**config.mk**
```make
export PLATFORM = sky130hd
export DESIGN_NAME = router_pkt_reader
export DESIGN_NICKNAME = d
export VERILOG_FILES = /design/src/rtl/router_pkt_reader.sv
export SDC_FILE = /design/constraint.sdc
export NUM_CORES = 1
export LEC_CHECK = 0
export BUFFER_PORTS_ARGS = -buffer_cell sky130_fd_sc_hd__buf_2
export CORE_MARGIN = 10
export CORE_UTILIZATION = 50
export DETAILED_ROUTE_END_ITERATION = 7
export GPL_TIMING_DRIVEN = 0
export PLACE_DENSITY = 0.7
export SLEW_MARGIN = 20
export SYNTH_ARGS = -nofsm -noshare
export SYNTH_HDL_FRONTEND = slang
export SYNTH_SLANG_ARGS = --single-unit
```
**constraint.sdc**
```tcl
create_clock -name clock -period 5.3 [get_ports clock]
set_input_delay 0.53 -clock clock [delete_from_list [all_inputs] [get_ports clock]]
set_output_delay 0.53 -clock clock [all_outputs]
set_load 0.02 [all_outputs]
```
**src/rtl/router_pkt_reader.sv**
```systemverilog
// router_pkt_reader: drains one packet at a time from a router FIFO with a
// 1-cycle registered read latency. Every byte is forwarded to a valid/ready
// sink through a 2-entry skid buffer, and the trailing parity byte is checked.
// A starvation watchdog aborts a stalled packet and requests a FIFO soft reset.
//
// Ports:
//   clock, resetn     clock and asynchronous active-low reset
//   fifo_empty        FIFO empty flag
//   fifo_data         FIFO read data, valid the cycle after a pop
//   fifo_read_enb     FIFO pop request (combinational, never while empty)
//   sink_ready        downstream accepts the current byte
//   out_valid         out_data holds a byte
//   out_data          packet byte, forwarded unmodified
//   out_sop, out_eop  header / parity byte qualifiers
//   parity_err        1-cycle pulse on parity mismatch
//   soft_reset_req    1-cycle pulse on watchdog abort
//   busy              packet in progress
//   pkt_count         completed packets, wrapping
module router_pkt_reader #(
    parameter int unsigned TIMEOUT = 30
) (
    input  logic        clock,
    input  logic        resetn,
    input  logic        fifo_empty,
    input  logic [7:0]  fifo_data,
    output logic        fifo_read_enb,
    input  logic        sink_ready,
    output logic        out_valid,
    output logic [7:0]  out_data,
    output logic        out_sop,
    output logic        out_eop,
    output logic        parity_err,
    output logic        soft_reset_req,
    output logic        busy,
    output logic [15:0] pkt_count
);

    localparam int unsigned DATA_W = 8;
    localparam int unsigned POPS_W = 7;
    localparam int unsigned WD_W   = 8;
    localparam int unsigned CNT_W  = 16;

    typedef enum logic [1:0] {
        IDLE  = 2'd0,
        HDR   = 2'd1,
        BODY  = 2'd2,
        DRAIN = 2'd3
    } state_t;

    state_t              state;
    logic                inflight;
    logic [POPS_W-1:0]   pops_left;
    logic [DATA_W-1:0]   acc;
    logic                bad_parity;
    logic [WD_W-1:0]     wd_cnt;

    // Second skid-buffer entry; the first entry is the out_* register set.
    logic                tail_valid;
    logic [DATA_W-1:0]   tail_data;
    logic                tail_sop;
    logic                tail_eop;

    logic                transfer;
    logic [1:0]          level;
    logic                room;
    logic                want;
    logic                starve;
    logic                abort;
    logic                arrive;
    logic                last_byte;
    logic                push_sop;
    logic                eop_xfer;

    // Pop control, arrival decode and watchdog trigger.
    always_comb begin
        transfer  = out_valid & sink_ready;
        // Bytes that will sit in the buffer next cycle without a new pop.
        level     = 2'(out_valid) + 2'(tail_valid) + 2'(inflight) - 2'(transfer);
        room      = (level < 2'd2);
        want      = (state == IDLE) || ((state == BODY) && (pops_left != '0));
        fifo_read_enb = resetn & want & ~fifo_empty & room;
        // Only FIFO starvation counts; a full buffer (sink stall) never does.
        starve    = (state == BODY) && (pops_left != '0) && fifo_empty && room;
        abort     = starve && (wd_cnt == WD_W'(TIMEOUT - 1));
        arrive    = inflight && ((state == HDR) || (state == BODY));
        // pops_left already counts the previous pop, so zero means this is parity.
        last_byte = arrive && (state == BODY) && (pops_left == '0);
        push_sop  = (state == HDR);
        eop_xfer  = transfer & out_eop;
    end

    // State, skid buffer, watchdog and status registers.
    always_ff @(posedge clock or negedge resetn) begin
        if (!resetn) begin
            state          <= IDLE;
            busy           <= 1'b0;
            inflight       <= 1'b0;
            pops_left      <= '0;
            acc            <= '0;
            bad_parity     <= 1'b0;
            wd_cnt         <= '0;
            out_valid      <= 1'b0;
            out_data       <= '0;
            out_sop        <= 1'b0;
            out_eop        <= 1'b0;
            tail_valid     <= 1'b0;
            tail_data      <= '0;
            tail_sop       <= 1'b0;
            tail_eop       <= 1'b0;
            parity_err     <= 1'b0;
            soft_reset_req <= 1'b0;
            pkt_count      <= '0;
        end else begin
            parity_err     <= 1'b0;
            soft_reset_req <= 1'b0;
            inflight       <= fifo_read_enb;

            // Skid buffer: head shifts on transfer, arrivals fill the first free slot.
            if (abort) begin
                out_valid  <= 1'b0;
                tail_valid <= 1'b0;
            end else if (transfer) begin
                if (tail_valid) begin
                    out_data   <= tail_data;
                    out_sop    <= tail_sop;
                    out_eop    <= tail_eop;
                    tail_valid <= arrive;
                    if (arrive) begin
                        tail_data <= fifo_data;
                        tail_sop  <= push_sop;
                        tail_eop  <= last_byte;
                    end
                end else if (arrive) begin
                    out_data <= fifo_data;
                    out_sop  <= push_sop;
                    out_eop  <= last_byte;
                end else begin
                    out_valid <= 1'b0;
                end
            end else if (arrive) begin
                if (out_valid) begin
                    tail_valid <= 1'b1;
                    tail_data  <= fifo_data;
                    tail_sop   <= push_sop;
                    tail_eop   <= last_byte;
                end else begin
                    out_valid <= 1'b1;
                    out_data  <= fifo_data;
                    out_sop   <= push_sop;
                    out_eop   <= last_byte;
                end
            end

            // Watchdog: consecutive starved cycles; holds while the sink stalls.
            if (abort || (state != BODY) || !fifo_empty) begin
                wd_cnt <= '0;
            end else if (starve) begin
                wd_cnt <= wd_cnt + WD_W'(1);
            end

            unique case (state)
                IDLE: begin
                    if (fifo_read_enb) begin
                        state <= HDR;
                        busy  <= 1'b1;
                    end
                end
                HDR: begin
                    if (inflight) begin
                        pops_left <= POPS_W'(fifo_data[7:2]) + POPS_W'(1);
                        acc       <= fifo_data;
                        state     <= BODY;
                    end
                end
                BODY: begin
                    if (abort) begin
                        state          <= IDLE;
                        busy           <= 1'b0;
                        soft_reset_req <= 1'b1;
                    end else begin
                        if (fifo_read_enb) begin
                            pops_left <= pops_left - POPS_W'(1);
                        end
                        if (last_byte) begin
                            bad_parity <= (fifo_data != acc);
                            state      <= DRAIN;
                        end else if (arrive) begin
                            acc <= acc ^ fifo_data;
                        end
                    end
                end
                DRAIN: begin
                    if (eop_xfer) begin
                        state      <= IDLE;
                        busy       <= 1'b0;
                        pkt_count  <= pkt_count + CNT_W'(1);
                        parity_err <= bad_parity;
                    end
                end
                default: state <= IDLE;
            endcase
        end
    end

endmodule
```
==> key figures <==
Power
  – Pint: 1.18 mW
  – Register share of total power: 37.7%
  – Clk pwr share: 18.8%
  – P_sw: 0.859 mW
  – Total Power: 2.04 mW
  – Comb pwr share: 43.4%
  – Maximum VDD drop: 0.258 mV
  – Net Sw Frac: 42.1%
  – LEAKAGE: 1.96 nW
  – Power Density: 484 nW/µm²

Floorplan
  – Die width: 106 µm
  – Chip Height: 106 µm
  – Rows: 31
  – Core area: 7210 µm²
  – Total Die Area: 11200 µm²
  – Starting density of the core: 51.2%
  – # IOs: 43

Hold path
  – Hold Crit Class: in2async

Routing
  – Vias: 2897
  – TritonRoute pass-1 iters: 4
  – Vias per cell: 5.49
  – Drt initial violations: 100
  – Antenna-violating nets left: 0
  – WL/cell: 15.3 µm
  – WL final: 8.08 mm
  – Post-route DRC: 0

Synthesis
  – Share of the synthesized area in the top cell type: 46.0%
  – Post-synthesis cell type count: 54
  – Most used DFF post-synth: dfrtp_1
  – Post-synth top area cell: dfrtp_1
  – Synth Register Bits: 68
  – Synth Warn #: 0
  – Syn Area/Cell: 9.89 µm²
  – Syn nets: 397
  – Area contributors post-synth: dfrtp_1 (46%), xnor2_1 (4.5%), xor2_1 (3.8%)
  – Cell Area, Synth: 3700 µm²
  – Number of flops mapped to enable cells by yosys: 0
  – Sequential-to-total area share from yosys stat: 46.0%
  – Asr flop ratio synth: 100%
  – Gate count of the mapped netlist: 374

Clock tree
  – CTS clk-pin slew, worst paths: 0.08 ns
  – Post-CTS sizing: 0
  – Setup Fix Bufs, Post-CTS: 0
  – Cts bufs inserted: 9
  – Root Buffer: clkbuf_8
  – Worst skew pair latency: 0.35 ns
  – Htree depth: 3
  – Sinks on Clock Net: 68
  – Clock Tree Buf Depth: 2
  – Hold Buf Count CTS: 0
  – CTS tree: done

Timing
  – Min Hold Slack: 0.0493 ns
  – Hold Violations, Final: 0
  – Highest clock rate: 257 MHz
  – Slew HR: 47.2%
  – Tcrit/Tclk final: 73.5%
  – Slew Viols, Final: 0
  – Setup_tns: 0 ns
  – Min cycle time layout: 3.90 ns
  – Clock Skews: 0.0126 ns
  – Worst-Margin Slew: 0.769 ns
  – Unrepaired setup endpoints after global routing: false
  – # setup viols final: 0

Finish
  – Area Growth Syn to Fin: 14.0%
  – Finished Layout Cells: 528
  – Most frequent cells in the layout: dfrtp_1 (68), buf_2 (40), nand2_1 (37), nor2_1 (30), xnor2_1 (19)
  – Antenna Cells: 0
  – Fraction of layout cells with a size suffix above 1: 18.2%
  – Fillcell total: 663
  – Final #Nets: 447
  – Commonest non-fill, non-tap cell in the layout: dfrtp_1

Setup path
  – CP max FO: 9
  – Worst endpoint required time: 4.77 ns
  – R2R Path End: pops_left[1]$_DFFE_PN0P_
  – CP startpoint kind: flip-flop
  – Reg2reg start: out_valid$_DFFE_PN0P_
  – Worst path arrival time: 3.37 ns
  – Nature of the critical path endpoint: output port
  – Reg2reg path depth: 10
  – Critical path type: reg2out
  – R2R Setup Slk: 2.03 ns

Placed design
  – Placed cell count: 512
  – Buffers on Ports: 38
  – GPL Wtd Cong: 0.870
  – Final HPWL DP: 5.86 mm

Status
  – Status: finished clean

GRT
  – Initial antenna violation count: 0
  – GRT Residual Overflow: 0
  – Vias in the first global route: 2845
  – Total GRT Usage: 14.7%
  – First-pass GRT wire length: 13.7 mm
  – Largest net degree at the start of global routing: 53

Job
  – Max-Cap Viols: 0
-- layer usage --
metal  routed length, µm  part of all wire (%)  GRT usage (%)
met1                3740                    46           19.4
met2                3860                    48           23.1
met3                 411                   5.1           3.86
met4                  62                  0.77           4.55
met5                   0                     0              0
-- worst max-delay path by stage --
stage / startpoint / end / slack [ns] / depth (start not counted)
2_1_floorplan: out_valid$_DFFE_PN0P_ / fifo_read_enb / 2.24 / 9
3_3_place_gp: resetn / fifo_read_enb / 1.54 / 6
3_5_place_dp: sink_ready / fifo_read_enb / 1.73 / 10
4_1_cts: out_valid$_DFFE_PN0P_ / fifo_read_enb / 1.41 / 10
5_1_grt: out_valid$_DFFE_PN0P_ / fifo_read_enb / 1.19 / 10
6_report: out_valid$_DFFE_PN0P_ / fifo_read_enb / 1.40 / 10
-- worst max-delay path, stage by stage, from the launching register on --
cell and delay [ns]:
dfrtp_1 0.37, clkbuf_1 0.18, and2_0 0.22, ha_1 0.28, inv_1 0.04, ha_1 0.27, a21oi_1 0.25, mux2i_1 0.70
nor2_1 0.35, o21a_1 0.21, buf_2 0.16
-- layout make-up --
type	instances	area [µm²]	share of cell area, %
well taps	99	124	2.94
repair buffers	39	220	5.22
inverters	13	48.8	1.16
clock buffers	9	124	2.94
flip-flops and latches	68	1700	40.4
clock inverters	7	51.3	1.22
multi-input cells	275	1880	44.5
plain buffers	18	71.3	1.69
-- logic make-up after synthesis --
family                   synth area share (%)
adder cells (fa/ha/maj)                  3.72
AO/OA/AOI/OAI                            12.1
buffers and inverters                    3.25
flip-flops                               46.0
AND/OR/NAND/NOR                          20.3
multiplexers                             6.33
XOR/XNOR                                 8.29
-- cells in the mapped netlist, drive strengths merged, types with 3 or more instances --
| library cell | count |
|---|---|
| o31a | 3 |
| nand3 | 17 |
| xnor2 | 19 |
| buf | 3 |
| nand3b | 7 |
| nor3 | 10 |
| o21ai | 17 |
| xor2 | 16 |
| and2 | 6 |
| mux2i | 11 |
| nand4 | 6 |
| nor4 | 5 |
| nand2 | 37 |
| dfrtp | 68 |
| o31ai | 3 |
| o22a | 3 |
| ha | 11 |
| a21oi | 6 |
| clkbuf | 15 |
| o211ai | 8 |
| nand2b | 9 |
| mux2 | 11 |
| inv | 13 |
| a211oi | 3 |
| nor2 | 31 |
| a31oi | 4 |
-- power by group through the flow --
stage	clock network [mW]	logic (mW)	registers [mW]
final	0.384	0.886	0.769
after CTS	0.390	0.889	0.770
after detailed placement	0	0.882	0.780
after floorplan	0	0.617	0.806
after global placement	0	0.857	0.773
after global routing	0.415	0.987	0.793
-- through the flow --
stage | cell area, µm² | util (%) | setup slack, ns
3_5_place_dp | 4040 | 56.0 | 1.73
5_1_grt | 4220 | 58.4 | 1.19
3_3_place_gp | 4010 | 55.6 | 1.54
6_report | 4220 | 58.4 | 1.40
2_1_floorplan | 3700 | - | 2.24
4_1_cts | 4220 | 58.4 | 1.41
-- flip-flops by register name, summed over array words and instances, names as in the netlist, 2 cells and up --
register   cells
pkt_count     16
state          2
out_data       8
tail_data      8
acc            8
pops_left      7
wd_cnt         8
Note: power is estimated with default switching activity, not from simulation.
